### src/rtl/beta_prefetch_buffer.sv
// beta_prefetch_buffer: sequential instruction prefetch FIFO with branch flush; define BETA_PF_BYPASS_EN for a same-cycle response bypass
module beta_prefetch_buffer #(
    parameter int DataWidth = 32,
    parameter int AddressWidth = 32,
    parameter int Depth = 4,
    parameter int MaxOutstanding = 2,
    parameter logic [AddressWidth-1:0] BootAddr = 32'h0000_0080
) (
    input  logic                    clk_i,
    input  logic                    rst_i,
    input  logic                    pf_en_i,
    input  logic                    pf_branch_i,
    input  logic [AddressWidth-1:0] pf_branch_addr_i,
    output logic                    pf_valid_o,
    input  logic                    pf_ready_i,
    output logic [DataWidth-1:0]    pf_instr_o,
    output logic [AddressWidth-1:0] pf_addr_o,
    output logic                    pf_busy_o,
    output logic                    instr_req_o,
    output logic [AddressWidth-1:0] instr_addr_o,
    input  logic                    instr_ready_i,
    input  logic                    instr_valid_i,
    input  logic [DataWidth-1:0]    instr_rdata_i
);
    localparam int PW = $clog2(Depth);
    localparam int CW = PW + 1;
    localparam logic [CW-1:0] MAX_OUT = CW'(MaxOutstanding);
    localparam logic [CW-1:0] DEPTH_C = CW'(Depth);
    logic [DataWidth-1:0] data_q [Depth];
    logic [AddressWidth-1:0] addr_q [Depth];
    logic [AddressWidth-1:0] shadow_q [Depth];
    logic [PW-1:0] wptr_q, wptr_d, rptr_q, rptr_d, swptr_q, swptr_d, srptr_q, srptr_d;
    logic [CW-1:0] count_q, count_d, outst_q, outst_d, discard_q, discard_d;
    logic [AddressWidth-1:0] fetch_q, fetch_d;
    logic grant, push, pop, bypass, fifo_valid;
`ifdef BETA_PF_BYPASS_EN
    assign bypass = (count_q == '0) && (discard_q == '0) && instr_valid_i && !pf_branch_i;
`else
    assign bypass = 1'b0;
`endif
    assign fifo_valid = count_q != '0;
    assign pf_valid_o = fifo_valid | bypass;
    assign pf_instr_o = fifo_valid ? data_q[rptr_q] : bypass ? instr_rdata_i : '0;
    assign pf_addr_o = fifo_valid ? addr_q[rptr_q] : bypass ? shadow_q[srptr_q] : '0;
    assign pf_busy_o = (outst_q != '0) | (discard_q != '0);
    assign instr_req_o = ~rst_i & pf_en_i & ~pf_branch_i & (outst_q < MAX_OUT) & (count_q + outst_q < DEPTH_C);
    assign instr_addr_o = fetch_q;
    assign grant = instr_req_o & instr_ready_i;
    assign pop = fifo_valid & pf_ready_i & ~pf_branch_i;
    assign push = instr_valid_i & (discard_q == '0) & ~pf_branch_i & ~(bypass & pf_ready_i);
    // next state: a branch flushes the FIFO and turns every in-flight request into a discard
    always_comb begin
        fetch_d = pf_branch_i ? pf_branch_addr_i & ~AddressWidth'(3) : grant ? fetch_q + AddressWidth'(4) : fetch_q;
        outst_d = outst_q + CW'(grant) - CW'(instr_valid_i);
        discard_d = pf_branch_i ? outst_q + CW'(grant) - CW'(instr_valid_i)
                                : discard_q - CW'(instr_valid_i && discard_q != '0);
        wptr_d = pf_branch_i ? '0 : wptr_q + PW'(push);
        rptr_d = pf_branch_i ? '0 : rptr_q + PW'(pop);
        count_d = pf_branch_i ? '0 : count_q + CW'(push) - CW'(pop);
        swptr_d = swptr_q + PW'(grant);
        srptr_d = srptr_q + PW'(instr_valid_i);
    end
    // control state registers
    always_ff @(posedge clk_i or posedge rst_i) begin
        if (rst_i) begin
            fetch_q <= BootAddr & ~AddressWidth'(3);
            outst_q <= '0;
            discard_q <= '0;
            wptr_q <= '0;
            rptr_q <= '0;
            count_q <= '0;
            swptr_q <= '0;
            srptr_q <= '0;
        end else begin
            fetch_q <= fetch_d;
            outst_q <= outst_d;
            discard_q <= discard_d;
            wptr_q <= wptr_d;
            rptr_q <= rptr_d;
            count_q <= count_d;
            swptr_q <= swptr_d;
            srptr_q <= srptr_d;
        end
    end
    // entry storage and granted-address shadow queue; responses take their address from the shadow head
    always_ff @(posedge clk_i) begin
        if (push) begin
            data_q[wptr_q] <= instr_rdata_i;
            addr_q[wptr_q] <= shadow_q[srptr_q];
        end
        if (grant) shadow_q[swptr_q] <= fetch_q;
    end
`ifndef SYNTHESIS
    assert property (@(posedge clk_i) disable iff (rst_i) !(push && !pop && count_q == DEPTH_C))
        else $error("prefetch FIFO overflow");
`endif
endmodule

### config.mk
export PLATFORM = sky130hd
export DESIGN_NAME = beta_prefetch_buffer
export DESIGN_NICKNAME = d
export VERILOG_FILES = /design/src/rtl/beta_prefetch_buffer.sv
export SDC_FILE = /design/constraint.sdc
export NUM_CORES = 1
export LEC_CHECK = 0
export CAP_MARGIN = 20
export CORE_MARGIN = 4
export CORE_UTILIZATION = 51
export CTS_CLUSTER_SIZE = 25
export DETAILED_ROUTE_END_ITERATION = 10
export GPL_TIMING_DRIVEN = 0
export PLACE_DENSITY = 0.76
export SYNTH_ARGS = -nofsm -noshare
export SYNTH_HDL_FRONTEND = slang
export SYNTH_SLANG_ARGS = --single-unit
### constraint.sdc
create_clock -name clk_i -period 6.1 [get_ports clk_i]
set_clock_uncertainty 0.1 [all_clocks]
set_input_delay 1.22 -clock clk_i [delete_from_list [all_inputs] [get_ports clk_i]]
set_output_delay 1.22 -clock clk_i [all_outputs]
set_load 0.02 [all_outputs]
==> out/qor.csv <==
metric;value;unit
setup_tns;0;ps
Hold Crit Class;reg2reg;
FFs w/ async S/R, synth;0.113;
setup bufs post-CTS;0;
# DRC;0;
largest cells by area after synthesis;edfxtp_1 (67%), mux4_2 (13%), dfrtp_1 (7.0%), nor2b_1 (2.5%), xnor2_1 (1.1%);
area share of fa/ha/maj cells after synthesis;0.0123;
Post-CTS Resized;0;
Yosys reg bits;415;
Synth Area in Simple Gates;0.0639;
P&R area growth vs syn;24.6;%
Final setup viols;0;
status;finished, final reports clean;
Die X-Extent;188;um
number of DRC markers in iteration 0;580;
total of max-cap violations;0;
commonest register cell after synthesis;edfxtp_1;
TritonCTS Sinks;415;
CP max stage delay;640;ps
YS warnings;0;
achievable frequency;223;MHz
Reg2Reg Setup Slack;2490;ps
via count;8587;
share of cells above drive strength 1;0.189;
most common cell in the netlist;edfxtp_1;
Nets;1169;
DR WL/cell;21.6;um
max-slew violations;0;
Ports;170;
final hold vios;0;
root buf cell;clkbuf_16;
Buffers on Ports;162;
CTS Buf Count;42;
CP max FO;10;
Distinct cells, synth;51;
hold endpoint;srptr_q[0];
Setup CP Type;reg2out;
All-Layer GR Usage;0.190;
number of global-route vias before repair;9029;
worst hold path depth;1;
starting density of the core;0.519;
post-synthesis cell area;16500;um2
crit path time final;4480;ps
largest net degree at the start of global routing;53;
antenna cell count;0;
post-route ant nets;0;
Vias per Instance;5.66;
Die Y;188;um
total wire length;32.8;mm
syn_area_per_cell;19.4;um2
TritonCTS clock tree;done;
Placer Congestion;0.902;
leakage;6.68;nW
power density over the cells;399;nW/um2
Post-synth EDFFs;368;
Slowest-stage cell, CP;clkbuf_1;
Post-Synth XOR/XNOR Area;0.0185;
CTS max path bufs;3;
largest family of logic cells by synthesized area;multiplexers;
Worst Tran Pin Value;1030;ps
First-pass DRT Iterations;5;
Worst IR Drop VDD;190;uV
Cells after DPL;1441;
area leader, netlist;edfxtp_1;
RSZ-0062 raised after global routing;no;
startpoint types;flip-flop;
R2R depth;7;
H-Tree Level Count;2;
cells after synthesis;849;
hpwl dp;22.0;mm
gr ovfl total;0;
worst-path cell chain;clkbuf_1 > clkbuf_1 > mux4_2 > nor2b_1 > clkdlybuf4s50_1;
post-synthesis mux area share;0.128;
Die ar.;35200;um2
top-area cell type share of the netlist area;0.672;
Worst setup EP type;output port;
initial antenna violation count;0;
Synth Area in Compound Gates;0.0197;
Top Family by Delay on Critical Path;buffers and inverters;
clk_lat worst skew;530;ps
CTS Hold Bufs;0;
Crit path required time;4780;ps
most used cell, CP;clkbuf_1;
commonest cells in the netlist;edfxtp_1 (368), mux4_2 (92), nor2b_1 (66);
final non-filler cell total;1518;
crit path DAT;3160;ps
Final Cycle Share;0.734;
Row Count;65;
Hold Startpoint;srptr_q[0];
first-pass GRT wire length;52.6;mm
core area;31700;um2
clk slew on worst S/H paths;60;ps
Seq/Total Area, Yosys;0.743;
reg2reg end;shadow_q[1][22];
Slew Limit Headroom;0.314;
worst r2r src;count_q[1];
crit path buf inv count;3;
report_power, final:
part           internal, mW  switching, mW  total [mW]  leakage [nW]
Combinational         0.964           1.14        2.11          2.10
Sequential             3.34          0.116        3.46          3.89
Clock                  1.61           1.01        2.62         0.688
layout by cell type, fill, tap and decap left out, types with 15 or more instances in the layout:
master,netlist,layout
nor2_1,18,17
xnor2_1,20,20
clkbuf_1,20,33
buf_4,4,15
nand2_1,38,38
mux4_2,92,92
o21ai_0,22,22
clkbuf_16,0,43
edfxtp_1,368,368
nor2b_1,66,66
dfrtp_1,46,46
clkdlybuf4s50_1,0,162
area by class of cell:
type                    instances  area, um2
multi-input cells             383       4060
fillers                      2145      11200
flip-flops and latches        415      12200
clock inverters                16        229
well taps                     402        503
inverters                      14       52.6
plain buffers                  40        181
repair buffers                187       2050
clock buffers                  61       1190
stage by stage:
stage	area [um2]	hold WS, ps	util	setup slack, ps	total power, mW
finish	20500	492	0.646	1620	8.18
global placement	18600	404	0.586	-2330	5.57
detailed placement	19100	469	0.601	1820	5.65
CTS	20500	487	0.646	1500	8.27
global route	20500	519	0.646	1370	8.55
floorplan	16500	387	-	524	4.73
state kept, by name, indices dropped and copies added, names as in the netlist:
signal	cells
data_q	128
discard_q	3
srptr_q	2
instr_addr_o	30
outst_q	3
swptr_q	2
count_q	3
rptr_q	2
addr_q	120
shadow_q	120
wptr_q	2
worst max path at each step:
stage	from	to	slack, ps	cells after the start
final	rptr_q[1]	pf_addr_o[21]	1620	5
after floorplan	rst_i	shadow_q[1][10]	520	4
after global routing	rptr_q[0]	pf_addr_o[4]	1370	5
after detailed placement	pf_branch_i	instr_req_o	1820	4
after global placement	rst_i	shadow_q[1][24]	-2330	5
after CTS	rptr_q[0]	pf_addr_o[21]	1500	5
per-layer routing:
metal / vias up / global-route usage / routed length (um)
met1: 4362 / 0.274 / 14300
met5: - / 0 / 0
met3: 43 / 0.0326 / 2000
met4: 0 / 0.0449 / 540
met2: 324 / 0.309 / 15900
li1: 3858 / - / -
logic make-up after synthesis:
family,after synthesis
AOI/OAI and AO/OA,47
xor gates and xnor gates,33
other,1
and+or+nand+nor,189
buffers and inverters,54
DFF,415
muxes,95
adders and majority gates,15
Power figures use the tool's default switching activity.
